<file path="src/rtl/chacha_aead_stream_sequencer_pkg.sv">
// Shared widths, FSM encoding and byte-mask helpers for the AEAD stream sequencer.
package chacha_aead_stream_sequencer_pkg;

    localparam int BEAT_BYTES = 16;
    localparam int BEAT_W     = 8 * BEAT_BYTES;
    localparam int KS_BEATS   = 4;
    localparam int KS_W       = BEAT_W * KS_BEATS;
    localparam int KS_IDX_W   = $clog2(KS_BEATS);

    typedef enum logic [2:0] {
        S_IDLE = 3'd0,
        S_AAD  = 3'd1,
        S_PLD  = 3'd2,
        S_LEN  = 3'd3,
        S_TAG  = 3'd4,
        S_DONE = 3'd5
    } seq_state_t;

    function automatic logic [4:0] popcount16(input logic [BEAT_BYTES-1:0] keep);
        logic [4:0] cnt;
        cnt = '0;
        for (int i = 0; i < BEAT_BYTES; i++) begin
            cnt = cnt + {4'd0, keep[i]};
        end
        return cnt;
    endfunction

    function automatic logic [BEAT_W-1:0] keep_mask(input logic [BEAT_BYTES-1:0] keep);
        logic [BEAT_W-1:0] m;
        m = '0;
        for (int i = 0; i < BEAT_BYTES; i++) begin
            m[8*i +: 8] = {8{keep[i]}};
        end
        return m;
    endfunction

endpackage

</file>
<file path="src/rtl/chacha_aead_stream_sequencer_ks_beat_buffer.sv">
// Holds one 512-bit keystream block and hands it out as four 128-bit beats.
// Issues a registered one-cycle request when armed or when the last beat is used and more input follows.
module chacha_aead_stream_sequencer_ks_beat_buffer
    import chacha_aead_stream_sequencer_pkg::*;
(
    input  logic              i_clk,
    input  logic              i_rst,
    input  logic              i_arm,
    input  logic              i_consume,
    input  logic              i_consume_last,
    input  logic              i_ks_valid,
    input  logic [KS_W-1:0]   i_ks_data,
    output logic              o_ks_req,
    output logic              o_full,
    output logic [BEAT_W-1:0] o_beat
);

    logic [KS_BEATS-1:0][BEAT_W-1:0] r_buf;
    logic [KS_IDX_W-1:0]             r_idx;
    logic                            r_full;
    logic                            r_pend;
    logic                            r_req;
    logic                            w_wrap;

    assign w_wrap = (r_idx == KS_IDX_W'(KS_BEATS - 1));

    always_ff @(posedge i_clk or posedge i_rst) begin
        if (i_rst) begin
            r_buf  <= '0;
            r_idx  <= '0;
            r_full <= 1'b0;
            r_pend <= 1'b0;
            r_req  <= 1'b0;
        end else begin
            r_req <= 1'b0;
            if (i_arm) begin
                // Any block left over from a previous op is discarded here.
                r_full <= 1'b0;
                r_idx  <= '0;
                r_req  <= 1'b1;
                r_pend <= 1'b1;
            end else begin
                if (i_consume) begin
                    if (w_wrap) begin
                        r_full <= 1'b0;
                        r_idx  <= '0;
                        if (!i_consume_last) begin
                            r_req  <= 1'b1;
                            r_pend <= 1'b1;
                        end
                    end else begin
                        r_idx <= r_idx + 1'b1;
                    end
                end
                if (i_ks_valid && r_pend) begin
                    r_buf  <= i_ks_data;
                    r_full <= 1'b1;
                    r_idx  <= '0;
                    r_pend <= 1'b0;
                end
            end
        end
    end

    assign o_ks_req = r_req;
    assign o_full   = r_full;
    assign o_beat   = r_buf[r_idx];

endmodule

</file>
<file path="src/rtl/chacha_aead_stream_sequencer.sv">
// Host-side sequencer for a ChaCha20-Poly1305 core: AAD/payload split, keystream XOR,
// RFC 8439 length block and final tag assembly.
module chacha_aead_stream_sequencer
    import chacha_aead_stream_sequencer_pkg::*;
#(
    parameter bit TAG_ADD = 1'b1,
    parameter int CNT_W   = 64
)
(
    input  logic                  i_clk,
    input  logic                  i_rst,
    input  logic                  i_start,
    input  logic                  i_dir_dec,
    input  logic                  i_has_aad,
    input  logic                  i_has_pld,
    output logic                  o_busy,
    input  logic                  i_in_valid,
    output logic                  o_in_ready,
    input  logic [BEAT_W-1:0]     i_in_data,
    input  logic [BEAT_BYTES-1:0] i_in_keep,
    input  logic                  i_in_last,
    output logic                  o_out_valid,
    input  logic                  i_out_ready,
    output logic [BEAT_W-1:0]     o_out_data,
    output logic [BEAT_BYTES-1:0] o_out_keep,
    output logic                  o_out_last,
    output logic                  o_aad_valid,
    output logic [BEAT_W-1:0]     o_aad_data,
    output logic [BEAT_BYTES-1:0] o_aad_keep,
    input  logic                  i_aad_ready,
    output logic                  o_pld_valid,
    output logic [BEAT_W-1:0]     o_pld_data,
    output logic [BEAT_BYTES-1:0] o_pld_keep,
    input  logic                  i_pld_ready,
    output logic                  o_len_valid,
    output logic [127:0]          o_len_block,
    input  logic                  i_len_ready,
    output logic                  o_ks_req,
    input  logic                  i_ks_valid,
    input  logic [KS_W-1:0]       i_ks_data,
    input  logic [127:0]          i_tag_pre_xor,
    input  logic                  i_tag_pre_xor_valid,
    input  logic [127:0]          i_tagmask,
    input  logic                  i_tagmask_valid,
    output logic [127:0]          o_tag,
    output logic                  o_tag_valid,
    input  logic                  i_tag_ready
);

    seq_state_t            r_state;
    logic                  r_dec;
    logic                  r_has_pld;
    logic [CNT_W-1:0]      r_aad_cnt;
    logic [CNT_W-1:0]      r_pld_cnt;
    logic                  r_pend_out;
    logic                  r_pend_pld;
    logic                  r_last_taken;
    logic [BEAT_W-1:0]     r_out_data;
    logic [BEAT_BYTES-1:0] r_out_keep;
    logic                  r_out_last;
    logic [BEAT_W-1:0]     r_pld_data;
    logic [BEAT_BYTES-1:0] r_pld_keep;
    logic                  r_len_valid;
    logic                  r_pre_ok;
    logic                  r_mask_ok;
    logic [127:0]          r_pre;
    logic [127:0]          r_mask;
    logic [127:0]          r_tag;
    logic                  r_tag_valid;

    logic                  w_in_aad;
    logic                  w_in_ready;
    logic                  w_aad_acc;
    logic                  w_pld_acc;
    logic                  w_ks_arm;
    logic                  w_ks_full;
    logic [BEAT_W-1:0]     w_ks_beat;
    logic [BEAT_W-1:0]     w_mask;
    logic [BEAT_W-1:0]     w_res;
    logic [127:0]          w_tag;
    logic                  w_collect;

    assign w_in_aad  = (r_state == S_AAD);
    assign w_aad_acc = w_in_aad & i_in_valid & i_aad_ready;
    assign w_pld_acc = (r_state == S_PLD) & i_in_valid & w_in_ready;
    assign w_ks_arm  = ((r_state == S_IDLE) & i_start & !i_has_aad & i_has_pld)
                     | (w_aad_acc & i_in_last & r_has_pld);
    assign w_mask    = keep_mask(i_in_keep);
    assign w_res     = (i_in_data ^ w_ks_beat) & w_mask;
    assign w_tag     = TAG_ADD ? (r_pre + r_mask) : (r_pre ^ r_mask);
    assign w_collect = (r_state != S_IDLE) && (r_state != S_DONE);

    // The last payload beat closes the section; no further beats until LEN.
    always_comb begin
        w_in_ready = 1'b0;
        case (r_state)
            S_AAD:   w_in_ready = i_aad_ready;
            S_PLD:   w_in_ready = w_ks_full & !r_pend_out & !r_pend_pld & !r_last_taken;
            default: w_in_ready = 1'b0;
        endcase
    end

    chacha_aead_stream_sequencer_ks_beat_buffer u_ks_buf (
        .i_clk          (i_clk),
        .i_rst          (i_rst),
        .i_arm          (w_ks_arm),
        .i_consume      (w_pld_acc),
        .i_consume_last (i_in_last),
        .i_ks_valid     (i_ks_valid),
        .i_ks_data      (i_ks_data),
        .o_ks_req       (o_ks_req),
        .o_full         (w_ks_full),
        .o_beat         (w_ks_beat)
    );

    always_ff @(posedge i_clk or posedge i_rst) begin
        if (i_rst) begin
            r_state      <= S_IDLE;
            r_dec        <= 1'b0;
            r_has_pld    <= 1'b0;
            r_aad_cnt    <= '0;
            r_pld_cnt    <= '0;
            r_pend_out   <= 1'b0;
            r_pend_pld   <= 1'b0;
            r_last_taken <= 1'b0;
            r_out_data   <= '0;
            r_out_keep   <= '0;
            r_out_last   <= 1'b0;
            r_pld_data   <= '0;
            r_pld_keep   <= '0;
            r_len_valid  <= 1'b0;
            r_pre_ok     <= 1'b0;
            r_mask_ok    <= 1'b0;
            r_pre        <= '0;
            r_mask       <= '0;
            r_tag        <= '0;
            r_tag_valid  <= 1'b0;
        end else begin
            // Tag halves may arrive in any order and at any point of the op.
            if (w_collect && i_tag_pre_xor_valid) begin
                r_pre    <= i_tag_pre_xor;
                r_pre_ok <= 1'b1;
            end
            if (w_collect && i_tagmask_valid) begin
                r_mask    <= i_tagmask;
                r_mask_ok <= 1'b1;
            end
            if (r_pend_out && i_out_ready) r_pend_out <= 1'b0;
            if (r_pend_pld && i_pld_ready) r_pend_pld <= 1'b0;

            case (r_state)
                S_IDLE: begin
                    if (i_start) begin
                        r_dec        <= i_dir_dec;
                        r_has_pld    <= i_has_pld;
                        r_aad_cnt    <= '0;
                        r_pld_cnt    <= '0;
                        r_pre_ok     <= 1'b0;
                        r_mask_ok    <= 1'b0;
                        r_last_taken <= 1'b0;
                        if (i_has_aad) begin
                            r_state <= S_AAD;
                        end else if (i_has_pld) begin
                            r_state <= S_PLD;
                        end else begin
                            r_state     <= S_LEN;
                            r_len_valid <= 1'b1;
                        end
                    end
                end
                S_AAD: begin
                    if (w_aad_acc) begin
                        r_aad_cnt <= r_aad_cnt + CNT_W'(popcount16(i_in_keep));
                        if (i_in_last) begin
                            if (r_has_pld) begin
                                r_state <= S_PLD;
                            end else begin
                                r_state     <= S_LEN;
                                r_len_valid <= 1'b1;
                            end
                        end
                    end
                end
                S_PLD: begin
                    if (w_pld_acc) begin
                        r_out_data   <= w_res;
                        r_out_keep   <= i_in_keep;
                        r_out_last   <= i_in_last;
                        r_pld_data   <= r_dec ? (i_in_data & w_mask) : w_res;
                        r_pld_keep   <= i_in_keep;
                        r_pend_out   <= 1'b1;
                        r_pend_pld   <= 1'b1;
                        r_pld_cnt    <= r_pld_cnt + CNT_W'(popcount16(i_in_keep));
                        r_last_taken <= i_in_last;
                    end else if (r_last_taken && !r_pend_out && !r_pend_pld) begin
                        r_state     <= S_LEN;
                        r_len_valid <= 1'b1;
                    end
                end
                S_LEN: begin
                    if (i_len_ready) begin
                        r_len_valid <= 1'b0;
                        r_state     <= S_TAG;
                    end
                end
                S_TAG: begin
                    if (r_pre_ok && r_mask_ok) begin
                        r_tag       <= w_tag;
                        r_tag_valid <= 1'b1;
                        r_state     <= S_DONE;
                    end
                end
                S_DONE: begin
                    if (i_tag_ready) begin
                        r_tag_valid <= 1'b0;
                        r_tag       <= '0;
                        r_state     <= S_IDLE;
                    end
                end
                default: r_state <= S_IDLE;
            endcase
        end
    end

    assign o_busy      = (r_state != S_IDLE);
    assign o_in_ready  = w_in_ready;
    assign o_aad_valid = w_in_aad & i_in_valid;
    assign o_aad_data  = w_in_aad ? i_in_data : '0;
    assign o_aad_keep  = w_in_aad ? i_in_keep : '0;
    assign o_out_valid = r_pend_out;
    assign o_out_data  = r_out_data;
    assign o_out_keep  = r_out_keep;
    assign o_out_last  = r_out_last;
    assign o_pld_valid = r_pend_pld;
    assign o_pld_data  = r_pld_data;
    assign o_pld_keep  = r_pld_keep;
    assign o_len_valid = r_len_valid;
    assign o_len_block = r_len_valid ? {64'(r_pld_cnt), 64'(r_aad_cnt)} : 128'd0;
    assign o_tag       = r_tag;
    assign o_tag_valid = r_tag_valid;

endmodule

</file>
<file path="config.mk">
export PLATFORM = sky130hd
export DESIGN_NAME = chacha_aead_stream_sequencer
export DESIGN_NICKNAME = d
export VERILOG_FILES = /design/src/rtl/chacha_aead_stream_sequencer_pkg.sv /design/src/rtl/chacha_aead_stream_sequencer_ks_beat_buffer.sv /design/src/rtl/chacha_aead_stream_sequencer.sv
export SDC_FILE = /design/constraint.sdc
export NUM_CORES = 2
export LEC_CHECK = 0
export ABC_AREA = 1
export CORE_AREA = 2 2 628 630
export DETAILED_ROUTE_END_ITERATION = 8
export DIE_AREA = 0 0 630 632
export PLACE_DENSITY = 0.42
export SLEW_MARGIN = 20
export SYNTH_ARGS = -nofsm -noshare
export SYNTH_HDL_FRONTEND = slang
export SYNTH_SLANG_ARGS = --single-unit
</file>
<file path="constraint.sdc">
create_clock -name i_clk -period 42 [get_ports i_clk]
set_input_delay 4.2 -clock i_clk [delete_from_list [all_inputs] [get_ports i_clk]]
set_output_delay 4.2 -clock i_clk [all_outputs]
set_load 0.005 [all_outputs]
</file>
Word level (Yosys, flattened, before mapping). Index checks and enable logic that the tools add are counted.

Word-level logic and storage cells: 187. Memories kept: 0. ROM bits: 0. Bits of input ports: 928. Output and inout port bits: 697. Memory bits (writable): 0. Flip-flop bits (word level): 1314. Latch bits: 0.

Add/sub/neg operators: 19. Order comparisons: 1. Reduce and logical (&&, ||, !) cells: 31. Divide/modulo/power cells: 0. Multipliers: 0. Bitwise operators: 17. Shifts and indexed selects: 0. Muxes and demuxes: 72. Eq/ne operators: 20.

Operators with widths (number): $mux W128 (6); $and A128 B128 Y128 (2); $bmux W128 S2 (1); $pmux W128 S2 (1); $pmux W64 S2 (2); $mux W64 (3); $add A128 B128 Y128 (1); $add A64 B5 Y64 (2); $xor A128 B128 Y128 (1); $add A5 B1 Y5 (11); $mux W1 (40); $mux W3 (8); $ne A2 B2 Y1 const B (9); $pmux W3 S6 (1); $mux W16 (1); $and A1 B1 Y1 (12); $reduce_and A3 Y1 (4); $mux W2 (5); $reduce_and A10 Y1 (1); $logic_and A1 B1 Y1 (9); $reduce_bool A3 Y1 (3); $reduce_and A2 Y1 (4); $reduce_and A8 Y1 (1); $eq A3 B2 Y1 const B (2); other kinds (20) (30).

Longest topological paths before layout.
Word-level depth: 18. Mapped depth: 28. Gate-level depth less buffers: 27.

Hierarchy. From an unflattened synthesis, not the netlist that was laid out.

Cells, all modules: 10378. Area total of the unflattened synthesis: 75272.2 um^2.

Modules (own cells, without submodules): chacha_aead_stream_sequencer (area each 51373.0 um^2, instances 1, cells an instance 7333); chacha_aead_stream_sequencer_ks_beat_buffer (area each 23899.2 um^2, instances 1, cells an instance 3045).

Least setup slack after synthesis. Ideal clock, no wire load.

Path kind: in2reg. From: input port i_in_keep[0]. To: register r_aad_cnt[42]. Data required time: 41865 ps. Stages on the path: 25. Data arrival time: 9087 ps. Path buffers: 1. Setup slack: 32778 ps. Path through: clkbuf_1 > clkinv_1 > fa_1 > fa_1 > fa_1 > fa_1 > inv_1 > ha_1 > fa_1 > inv_1 > fa_1 > nor2_2 > nand2_1 > nand2_2 > nand2_1 > nand2_2 > nand2_2 > clkinv_2 > nand2_2 > inv_1 > nand3_2 > nor2_4 > nand2_1 > nor2_1 > nor3_1.

Cells in the longest elaborated chain, start to end: 18.

Ends and longest elaborated chain: from (decl) (RTL line chacha_aead_stream_sequencer.sv:20) `input logic [BEAT_BYTES-1:0] i_in_keep,`; $add A1 B1 Y2 (RTL line chacha_aead_stream_sequencer_pkg.sv:23) `cnt = cnt + {4'd0, keep[i]};`; $add A2 B1 Y3 (RTL line chacha_aead_stream_sequencer_pkg.sv:23); $add A3 B1 Y4 (RTL line chacha_aead_stream_sequencer_pkg.sv:23); $add A4 B1 Y5 (RTL line chacha_aead_stream_sequencer_pkg.sv:23); $add A5 B1 Y5 (11 in a row) (RTL line chacha_aead_stream_sequencer_pkg.sv:23); $add A64 B5 Y64 (RTL line chacha_aead_stream_sequencer.sv:173) `r_aad_cnt <= r_aad_cnt + CNT_W'(popcount16(i_in_keep));`; $mux W64 (RTL line chacha_aead_stream_sequencer.sv:172) `if (w_aad_acc) begin`; $pmux W64 S2 (RTL line chacha_aead_stream_sequencer.sv:151) `case (r_state)`; to (signal assigned) (RTL line chacha_aead_stream_sequencer.sv:173); to (decl) (RTL line chacha_aead_stream_sequencer.sv:53) `logic [CNT_W-1:0] r_aad_cnt;`.

Every way passes these cells. The select of a mux whose other input is x is not followed. A chain may end at the register's enable or synchronous reset.

Final worst setup path.
From: input port i_in_keep[10]. To: output port o_aad_keep[10].

Cells in the longest elaborated chain, start to end: 1.

Ends and longest elaborated chain: $mux W16 (RTL line chacha_aead_stream_sequencer.sv:229) `assign o_aad_keep = w_in_aad ? i_in_keep : '0;`; to (decl) (RTL line chacha_aead_stream_sequencer.sv:29) `output logic [BEAT_BYTES-1:0] o_aad_keep,`.

Every way passes these cells.

==> results_dict.tcl <==
set metrics [dict create \
    status "finished, final reports clean" \
    relSlewSlack 0.0458 \
    cp-end-kind "primary output" \
    final.setup.worst_slack_ns 31.17 \
    nFillCells 43600 \
    routed_via_density 4.42 \
    setup_viol 0 \
    syn_area_mm2 0.0755 \
    ios 1625 \
    final_common_cell "nand2_1" \
    ys_ff_latch 1314 \
    clkLatencyLatePin_ns 0.91 \
    antenna_found_initial 159 \
    switchingPower_mw 4.05 \
    grt_pass1_wl_mm 632 \
    cts.repair.resized 0 \
    synth_compound_area_frac 0.112 \
    path_max_fanout 10 \
    p_leak_nw 49.6 \
    synth_fa_ha_area_frac 0.0275 \
    cts_tree "built" \
    power.total_mw 8.19 \
    ctsRootBufferMaster "clkbuf_16" \
    clockBufferDepth 4 \
    h-tree-depth 4 \
    drtAntennaViolNets 0 \
    holdWs_ns 0.471 \
    reg2regPathDepth 12 \
    synthMuxAreaShare 0.0382 \
    async_reset_ff_frac 1.00 \
    ir_drop_mv 0.0357 \
    gr-total-overflow 0 \
    dr.pass1.iters 6 \
    ys_warn_count 0 \
    path_clk_slew_ns 0.05 \
    die_y_um 632 \
    slew_viol_final 0 \
    hp-class "reg2reg" \
    nets 12900 \
    place_area_mm2 0.0972 \
    whs_endpoint "u_ks_buf.r_buf[475]$_DFFE_PP0P_" \
    cap_violations 0 \
    gp_congestion 1.01 \
    fp.dieArea_mm2 0.398 \
    final_cells 17300 \
    dp.cells 16900 \
    drt_iter0_markers 7032 \
    criticalPathCategory "in2out" \
    cts.sinks 1314 \
    synth_edf_count 0 \
    switching_share 0.494 \
    gr-usage-all-layers 0.228 \
    r2r_slack_ns 36.20 \
    dp_hpwl_mm 385 \
    multi_input_area_mm2 0.0349 \
    vias 76400 \
    cts_hold_buffers 0 \
    synth.distinct_cells 59 \
    worstReg2RegEnd "o_pld_data[30]$_DFFE_PP0P_" \
    setup_tns_ns 0 \
    grt_max_degree 215 \
    grt_pass1_vias 73200 \
    ff_latch_area_mm2 0.0329 \
    critPathLaunchType "input pin" \
    synth_xor_area_frac 0.0153 \
    fin_util 0.264 \
    fin_crit_sh 0.258 \
    io_buffers 1624 \
    finalInstanceArea_mm2 0.103 \
    worstHoldStart "u_ks_buf.r_buf[475]$_DFFE_PP0P_" \
    drive_above_1_share 0.0597 \
    area_growth_pct 36.7 \
    cp_data_required_time_ns 37.80 \
    rsz0062_at_grt "no" \
    hold-path-cell-count 2 \
    final_cell_mix "nand2_1, clkdlybuf4s50_1, inv_1" \
    pwr-share-seq 0.261 \
    routedWlPerCell_um 27.3 \
    p_per_area_mw_per_mm2 79.3 \
    cts_setup_buffers 0 \
    dpl_worst_slack_ns 30.86 \
    initial_core_util 0.193 \
    clock_skew_ns 0.118 \
    synth_top_family_by_area "simple AND/OR/NAND/NOR gates" \
    min_period_ns 10.83 \
    clock_power_share 0.194 \
    power_frac_comb 0.545 \
    hold_viol_final 0 \
    critPathArrivalTime_ns 6.63 \
    drcViolationCount 0 \
    intPower_mw 4.14 \
    num_rows 230 \
    r2r-start "r_state[1]$_DFFE_PP0P_" \
    max_freq_mhz 92.3 \
    synth_area_per_cell_um2 7.27 \
    syn_nets 11500 \
    die_x_um 630 \
    synth_ff_type "dfrtp_1" \
    tightestPinTransition_ns 1.41 \
    synthCells 10400 \
    core_mm2 0.391 \
    cts_buffers 179 \
    ys_seq_area_frac 0.435 \
    yosys.area_share.simple 0.266 \
    routed_wl_mm 471 \
]
==> power by group through the flow <==
stage / registers (mW) / clock network [mW] / logic (mW)
2_1_floorplan: 2.02 / 0 / 2.41
3_3_place_gp: 2.15 / 0 / 4.42
3_5_place_dp: 2.16 / 0 / 4.42
4_1_cts: 2.14 / 1.63 / 4.44
5_1_grt: 2.19 / 1.68 / 4.85
6_report: 2.14 / 1.59 / 4.46
==> per-layer routing <==
metal | GRT usage | share of wire | vias to the layer above | routed length (um)
li1 | - | - | 35700 | -
met1 | 0.285 | 0.42 | 37100 | 196000
met2 | 0.369 | 0.46 | 2901 | 217000
met3 | 0.0578 | 0.077 | 646 | 36300
met4 | 0.104 | 0.047 | 36 | 22000
met5 | 0 | 0.00045 | - | 212
==> worst max-delay path, cell delays in order <==
cell and delay (ns):
clkdlybuf4s50_1 1.00, inv_1 0.60, nor2_1 0.26, clkdlybuf4s50_1 0.53
==> how the worst max path moves through the flow <==
stage          slack, ns  cells past startpoint                   endpoint          start
2_1_floorplan       0.76                      1    o_len_valid$_DFFE_PP0P_          i_rst
3_3_place_gp       30.90                     21  r_aad_cnt[25]$_DFFE_PP0P_   i_in_keep[7]
3_5_place_dp       30.86                     20  r_aad_cnt[39]$_DFFE_PP0P_   i_in_keep[7]
4_1_cts            31.24                      4             o_aad_keep[10]  i_in_keep[10]
5_1_grt            31.17                      4              o_aad_keep[7]   i_in_keep[7]
6_report           31.17                      4             o_aad_keep[10]  i_in_keep[10]
==> logic make-up (layout without fill, tap and decap cells) <==
family          after synthesis  after routing
simple gates               4994           4994
buf+inv                    2010           3606
mux                         256            256
compound gates             1533           1533
fa+ha+maj                   158            158
xor+xnor                    132            132
flops                      1314           1314
other cells                   0             72
==> area by class of cell <==
type                    instances  area share
well taps                    5220      0.0632
multi-input cells            7073       0.337
clock buffers                 256      0.0498
flip-flops and latches       1314       0.318
repair buffers               1706       0.164
clock inverters                58     0.00728
inverters                    1586      0.0579
diodes                         72     0.00174
==> sequential cells by signal, indices dropped and copies added, names as in the netlist, 2 cells and up <==
| register | flops |
|---|---|
| o_out_data | 128 |
| o_pld_data | 128 |
| o_pld_keep | 16 |
| o_tag | 128 |
| r_aad_cnt | 64 |
| r_mask | 128 |
| r_pld_cnt | 64 |
| r_pre | 128 |
| r_state | 3 |
| u_ks_buf.r_buf | 512 |
| u_ks_buf.r_idx | 2 |
==> cell usage after synthesis (6+ instances only) <==
master	count	area, um2
o221ai_1	20	175
inv_2	13	48.8
or2_2	23	144
nand3_1	451	2260
xor2_1	127	1110
o311ai_1	36	315
nand3b_1	7	52.6
dfrtp_1	1314	32900
nor3_1	87	435
nor2_1	616	2310
o21a_1	92	691
buf_2	200	1000
ha_1	145	1810
mux2_2	256	2880
fa_1	13	260
nor2_4	7	78.8
nand2_2	9	56.3
buf_6	10	113
buf_1	16	60.1
buf_4	24	180
a32o_1	10	100
nand3_2	7	70.1
inv_1	1562	5860
clkbuf_1	174	653
nand2_1	3625	13600
nor2_2	7	43.8
o21bai_1	13	97.6
nor4_1	16	100
and2_1	6	37.5
o21ai_0	671	3360
o21ai_1	164	821
nand4_1	111	694
o311ai_0	39	342
a21oi_1	444	2220
o31ai_1	17	128
clkinv_1	10	37.5
(Power assumes the default switching activity.)
